**src/rtl/dp_control_sequencer.sv**
```systemverilog
`default_nettype none
// ============================================================================
// Module   : dp_control_sequencer
// Brief    : Control-unit sequencer for register-form ARM data-processing
//            instructions. Accepts one instruction per valid/ready handshake,
//            evaluates the condition field against FLAGS and steps through
//            DECODE -> EXECUTE -> PCINC, driving the RegisterFile/ARM_ALU
//            control signals (RSLCT, LOAD, LOADPC, IR_CU, OP, S, ALU_OUT).
// Revision : 1.0 - initial release
// ============================================================================
module dp_control_sequencer #(
  parameter int IDLE_OP = 17,
  parameter int CNT_W   = 16
) (
  input  logic             Clk,
  input  logic             RESETn,
  input  logic [31:0]      INSTR,
  input  logic             INSTR_VALID,
  output logic             INSTR_READY,
  input  logic [3:0]       FLAGS,
  output logic [19:0]      RSLCT,
  output logic             LOAD,
  output logic             LOADPC,
  output logic             IR_CU,
  output logic [4:0]       OP,
  output logic             S,
  output logic             ALU_OUT,
  output logic             BUSY,
  output logic             UNDEF,
  output logic [CNT_W-1:0] INSTR_CNT
);

  localparam logic [1:0] ST_IDLE    = 2'd0;
  localparam logic [1:0] ST_DECODE  = 2'd1;
  localparam logic [1:0] ST_EXECUTE = 2'd2;
  localparam logic [1:0] ST_PCINC   = 2'd3;

  localparam logic [4:0]       IDLE_OP_C = 5'(IDLE_OP);
  localparam logic [CNT_W-1:0] CNT_ONE   = {{(CNT_W-1){1'b0}}, 1'b1};

  logic [1:0]       state_q,  state_d;
  logic [31:0]      ir_q,     ir_d;
  logic             reject_q, reject_d;
  logic [CNT_W-1:0] cnt_q,    cnt_d;

  // Instruction fields of the captured IR
  logic [3:0] w_cond;
  logic [3:0] w_opcode;
  logic       w_is_test;
  logic       w_illegal;
  logic       w_cond_pass;
  logic       unused_ir_bits;

  assign w_cond    = ir_q[31:28];
  assign w_opcode  = ir_q[24:21];
  // TST/TEQ/CMP/CMN (8..11) only update flags and never write Rd
  assign w_is_test = (w_opcode[3:2] == 2'b10);
  // Shift-amount/type bits play no role for register-form without shift
  assign unused_ir_bits = ^ir_q[7:5];

  // Encodings this sequencer cannot execute
  assign w_illegal = (w_cond == 4'b1111)
                   | (ir_q[27:26] != 2'b00)
                   | ir_q[25]
                   | ir_q[4]
                   | ((ir_q[15:12] == 4'd15) & ~w_is_test);

  // Condition predicate on the live flags {N,Z,C,V}
  always_comb begin
    logic n, z, c, v;
    n = FLAGS[3];
    z = FLAGS[2];
    c = FLAGS[1];
    v = FLAGS[0];
    w_cond_pass = 1'b0;
    case (w_cond)
      4'h0: w_cond_pass = z;
      4'h1: w_cond_pass = ~z;
      4'h2: w_cond_pass = c;
      4'h3: w_cond_pass = ~c;
      4'h4: w_cond_pass = n;
      4'h5: w_cond_pass = ~n;
      4'h6: w_cond_pass = v;
      4'h7: w_cond_pass = ~v;
      4'h8: w_cond_pass = c & ~z;
      4'h9: w_cond_pass = ~c | z;
      4'hA: w_cond_pass = (n == v);
      4'hB: w_cond_pass = (n != v);
      4'hC: w_cond_pass = ~z & (n == v);
      4'hD: w_cond_pass = z | (n != v);
      4'hE: w_cond_pass = 1'b1;
      default: w_cond_pass = 1'b0;
    endcase
  end

  // Next-state, IR capture, reject flag and retired-instruction counter
  always_comb begin
    state_d  = state_q;
    ir_d     = ir_q;
    reject_d = reject_q;
    cnt_d    = cnt_q;
    case (state_q)
      ST_IDLE: begin
        if (INSTR_VALID) begin
          ir_d    = INSTR;
          state_d = ST_DECODE;
        end
      end
      ST_DECODE: begin
        if (w_illegal) begin
          reject_d = 1'b1;
          state_d  = ST_PCINC;
        end else if (!w_cond_pass) begin
          state_d  = ST_PCINC;
        end else begin
          state_d  = ST_EXECUTE;
        end
      end
      ST_EXECUTE: begin
        cnt_d   = cnt_q + CNT_ONE;
        state_d = ST_PCINC;
      end
      default: begin
        reject_d = 1'b0;
        state_d  = ST_IDLE;
      end
    endcase
  end

  // State registers with asynchronous active-low reset
  always_ff @(posedge Clk or negedge RESETn) begin
    if (!RESETn) begin
      state_q  <= ST_IDLE;
      ir_q     <= 32'd0;
      reject_q <= 1'b0;
      cnt_q    <= '0;
    end else begin
      state_q  <= state_d;
      ir_q     <= ir_d;
      reject_q <= reject_d;
      cnt_q    <= cnt_d;
    end
  end

  // Datapath control outputs decoded from the current state and IR
  always_comb begin
    RSLCT   = 20'd0;
    LOAD    = 1'b0;
    LOADPC  = 1'b0;
    IR_CU   = 1'b1;
    OP      = IDLE_OP_C;
    S       = 1'b0;
    ALU_OUT = 1'b0;
    UNDEF   = 1'b0;
    case (state_q)
      ST_EXECUTE: begin
        RSLCT   = {ir_q[19:16], ir_q[15:12], ir_q[11:8], ir_q[3:0], ir_q[19:16]};
        OP      = {1'b0, w_opcode};
        S       = ir_q[20];
        ALU_OUT = 1'b1;
        LOAD    = ~w_is_test;
      end
      ST_PCINC: begin
        LOADPC = 1'b1;
        UNDEF  = reject_q;
      end
      default: begin
        RSLCT = 20'd0;
      end
    endcase
  end

  assign INSTR_READY = (state_q == ST_IDLE);
  assign BUSY        = (state_q != ST_IDLE);
  assign INSTR_CNT   = cnt_q;

endmodule
`default_nettype wire

```
**config.mk**
```make
export PLATFORM = sky130hd
export DESIGN_NAME = dp_control_sequencer
export DESIGN_NICKNAME = d
export VERILOG_FILES = /design/src/rtl/dp_control_sequencer.sv
export SDC_FILE = /design/constraint.sdc
export NUM_CORES = 1
export LEC_CHECK = 0
export BUFFER_PORTS_ARGS = -buffer_cell sky130_fd_sc_hd__buf_2
export CORE_MARGIN = 4
export CORE_UTILIZATION = 49
export CTS_CLUSTER_DIAMETER = 150
export DETAILED_ROUTE_END_ITERATION = 8
export HOLD_SLACK_MARGIN = 0.05
export PLACE_DENSITY_LB_ADDON = 0.12
export SLEW_MARGIN = 0
export SYNTH_ARGS = -nofsm -noshare
export SYNTH_HDL_FRONTEND = slang
export SYNTH_SLANG_ARGS = --single-unit
```
**constraint.sdc**
```tcl
create_clock -name Clk -period 2.19 [get_ports Clk]
set_clock_uncertainty 0.05 [all_clocks]
set_input_delay 0.438 -clock Clk [delete_from_list [all_inputs] [get_ports Clk]]
set_output_delay 0.438 -clock Clk [all_outputs]
set_load 0.01 [all_outputs]
```
==> results.py <==
metrics = {
    "clocking": {
        "cts_buffers": 5,
        "cts_tree": "done",
        "clk_pin_slew_worst_paths_ns": 0.08,
        "clock-root-buffer": "clkbuf_8",
        "numClockSinks": 48,
        "max-clock-path-buffers": 2,
        "clk_latency_ns": 0.30,
        "htree_levels": 2,
    },
    "sta": {
        "finalHoldViolCount": 0,
        "rsz0062_at_grt": "no",
        "min_period_over_period": 0.922,
        "drv_slew": 0,
        "setup_tns_ns": 0,
        "setup_viol": 0,
        "fmax_mhz": 495,
        "fin_crit_ns": 2.02,
    },
    "grt": {
        "grt.total_usage": 0.167,
        "met1_usage": 0.219,
        "grt_max_degree": 30,
        "grt.busiest_layer": "met2",
        "antenna_found_initial": 0,
        "grt_pass1_wl_um": 8200,
        "grt_overflow": 0,
        "first_global_vias": 1786,
        "gr-usage-met3": 0.0550,
        "use_met2": 0.268,
    },
    "power": {
        "intPower_mw": 2.44,
        "power.combinational.fraction": 0.428,
        "power.total_mw": 3.79,
        "clkPwrFrac": 0.162,
        "swShare": 0.355,
        "p_sw_mw": 1.35,
        "p_leak_nw": 1.51,
        "p_seq_frac": 0.410,
        "peakVddDrop_v": 0.000647,
        "power_density_nw_per_um2": 1270,
    },
    "layout": {
        "fill_cells": 420,
        "syn_to_final_growth_pct": 23.9,
        "layout_common_cells": "buf_2 (83), dfrtp_1 (48), mux2_2 (31)",
        "nets": 334,
        "final_common_cell": "buf_2",
        "drive_gt1_frac": 0.443,
        "n_antenna_cell": 0,
        "utilization": 0.629,
    },
    "detailed_routing": {
        "finalWirelength_um": 4820,
        "drcViolationCount": 0,
        "drt_first_iter_violations": 58,
        "antenna_left": 0,
        "wire_per_inst_um": 13.5,
        "avgViaCountPerCell": 4.89,
        "firstDrtPassIters": 4,
        "num_vias": 1751,
    },
    "synth": {
        "yosys-top-cells-area": "dfrtp_1 (50%), mux2_2 (14%), and2_1 (5.7%)",
        "synthFlopType": "dfrtp_1",
        "ys_warn_count": 0,
        "synth_area_um2": 2410,
        "syn_inst": 210,
        "yosysTopAreaCell": "dfrtp_1",
        "synth_edf_count": 0,
        "syn_area_per_cell_um2": 11.5,
        "ys_ff_latch": 48,
        "synth_fp_nets": 254,
        "yosys.area.top_type_share": 0.497,
        "yosysUniqueCellTypes": 41,
        "seq_area_frac_synth": 0.497,
        "synthArstFlopShare": 1.00,
    },
    "critical_path": {
        "arrival_ns": 1.53,
        "critPathMaxStageDelay_ns": 0.42,
        "crit_path_top_delay_cell": "dfrtp_1",
        "critPathMaxFanout": 20,
        "path_buf_inv": 3,
        "critPathRequiredTime_ns": 1.70,
        "cpLargestDelayFamily": "buffers and inverters",
        "crit_type": "flop to primary output",
        "cp-end-kind": "primary output",
        "worstPathCellList": "inv_1 -> ha_4 -> buf_6 -> and2_1 -> buf_2",
        "rrSetupSlack_ns": 0.35,
        "worstSetupStartpointType": "flop",
    },
    "floorplan": {
        "die_h_um": 78.2,
        "start_util": 0.508,
        "row_count": 25,
        "ios": 88,
        "die_area_um2": 6120,
        "chipWidth_um": 78.2,
        "core_area_um2": 4750,
    },
    "placed_design": {
        "routabilityCongestion": 0.773,
        "port_buffers": 83,
        "dp_hpwl_um": 3600,
    },
    "min_path": {
        "hp-class": "input pin to async pin",
    },
    "flow_run": {
        "drv_cap": 0,
    },
    "outcome": {
        "outcome": "finished clean",
    },
}
## synth_stat cells, types with 2 or more instances
cell type / instances
dfrtp_1: 48
mux2_2: 31
and2_1: 22
nand2_1: 11
xnor2_1: 11
nor2_1: 9
inv_1: 8
nand4_1: 7
buf_4: 6
xor2_1: 6
buf_2: 5
ha_1: 5
and3_1: 4
nor3_1: 3
a21oi_1: 2
and2b_1: 2
clkbuf_1: 2
mux2i_1: 2
nand2b_1: 2
nand3_1: 2
nor2b_1: 2
## timing repair
item	in CTS	in global routing
setup endpoints to repair	23	22
hold buffers	0	0
gates cloned	0	0
gates resized for setup	1	2
buffers inserted	0	0
## per-stage QoR
step,hold slack (ns),cell area (µm²),setup WS (ns),cells
after floorplan,0.0924,2410,0.305,210
after global placement,0.407,2870,0.270,350
after detailed placement,0.401,2870,0.252,350
after CTS,0.0787,2980,0.0201,358
after global routing,0.0938,2990,0.0566,358
final,0.0779,2990,0.171,358
## layer usage
| metal | part of all wire | wire length [µm] |
|---|---|---|
| met5 | 0 | 0 |
| met4 | 0.0081 | 39 |
| met3 | 0.077 | 369 |
| met2 | 0.45 | 2190 |
| met1 | 0.46 | 2220 |
## power by group through the flow
stage	clock, mW	sequential, mW	combinational, mW
detailed placement	0	1.57	1.61
global route	0.681	1.61	1.80
global placement	0	1.55	1.59
CTS	0.638	1.55	1.62
finish	0.616	1.55	1.62
floorplan	0	1.46	1.23
## worst paths after layout
path | from | to | depth (start not counted)
max | state_q[0]$_DFFE_PN0P_ | RSLCT[1] | 5
max in group asynchronous | RESETn | INSTR_CNT[12]$_DFFE_PN0P_ | 2
min reg2reg | INSTR_CNT[15]$_DFFE_PN0P_ | INSTR_CNT[15]$_DFFE_PN0P_ | 1
min | RESETn | ir_q[3]$_DFFE_PN0P_ | 2
max reg2reg | state_q[1]$_DFFE_PN0P_ | state_q[0]$_DFFE_PN0P_ | 6
min in group Clk | INSTR[18] | ir_q[18]$_DFFE_PN0P_ | 2
## flip-flops by register name (all words and copies together), names as in the netlist
register	cells
state_q	2
reject_q	1
INSTR_CNT	16
ir_q	29
## layout make-up
| class | count | area [µm²] | share of cell area |
|---|---|---|---|
| well taps | 67 | 83.8 | 0.0280 |
| multi-input cells | 140 | 1110 | 0.370 |
| repair buffers | 87 | 462 | 0.154 |
| flip-flops and latches | 48 | 1200 | 0.402 |
| clock inverters | 2 | 35.0 | 0.0117 |
| inverters | 8 | 30.0 | 0.0100 |
| clock buffers | 6 | 72.6 | 0.0243 |
## cells by family (layout without fill, tap and decap cells)
| logic type | count (synthesis) | count (layout) | share of synthesized area |
|---|---|---|---|
| buffers and inverters | 22 | 103 | 0.0492 |
| multiplexers | 33 | 33 | 0.153 |
| AND/OR/NAND/NOR | 71 | 71 | 0.167 |
| flip-flops | 48 | 48 | 0.497 |
| XOR/XNOR | 17 | 17 | 0.0617 |
| other | 1 | 1 | 0.00155 |
| AO/OA/AOI/OAI | 13 | 13 | 0.0440 |
| adder cells (fa/ha/maj) | 5 | 5 | 0.0259 |
No activity file was read; power rests on OpenSTA's default activity.
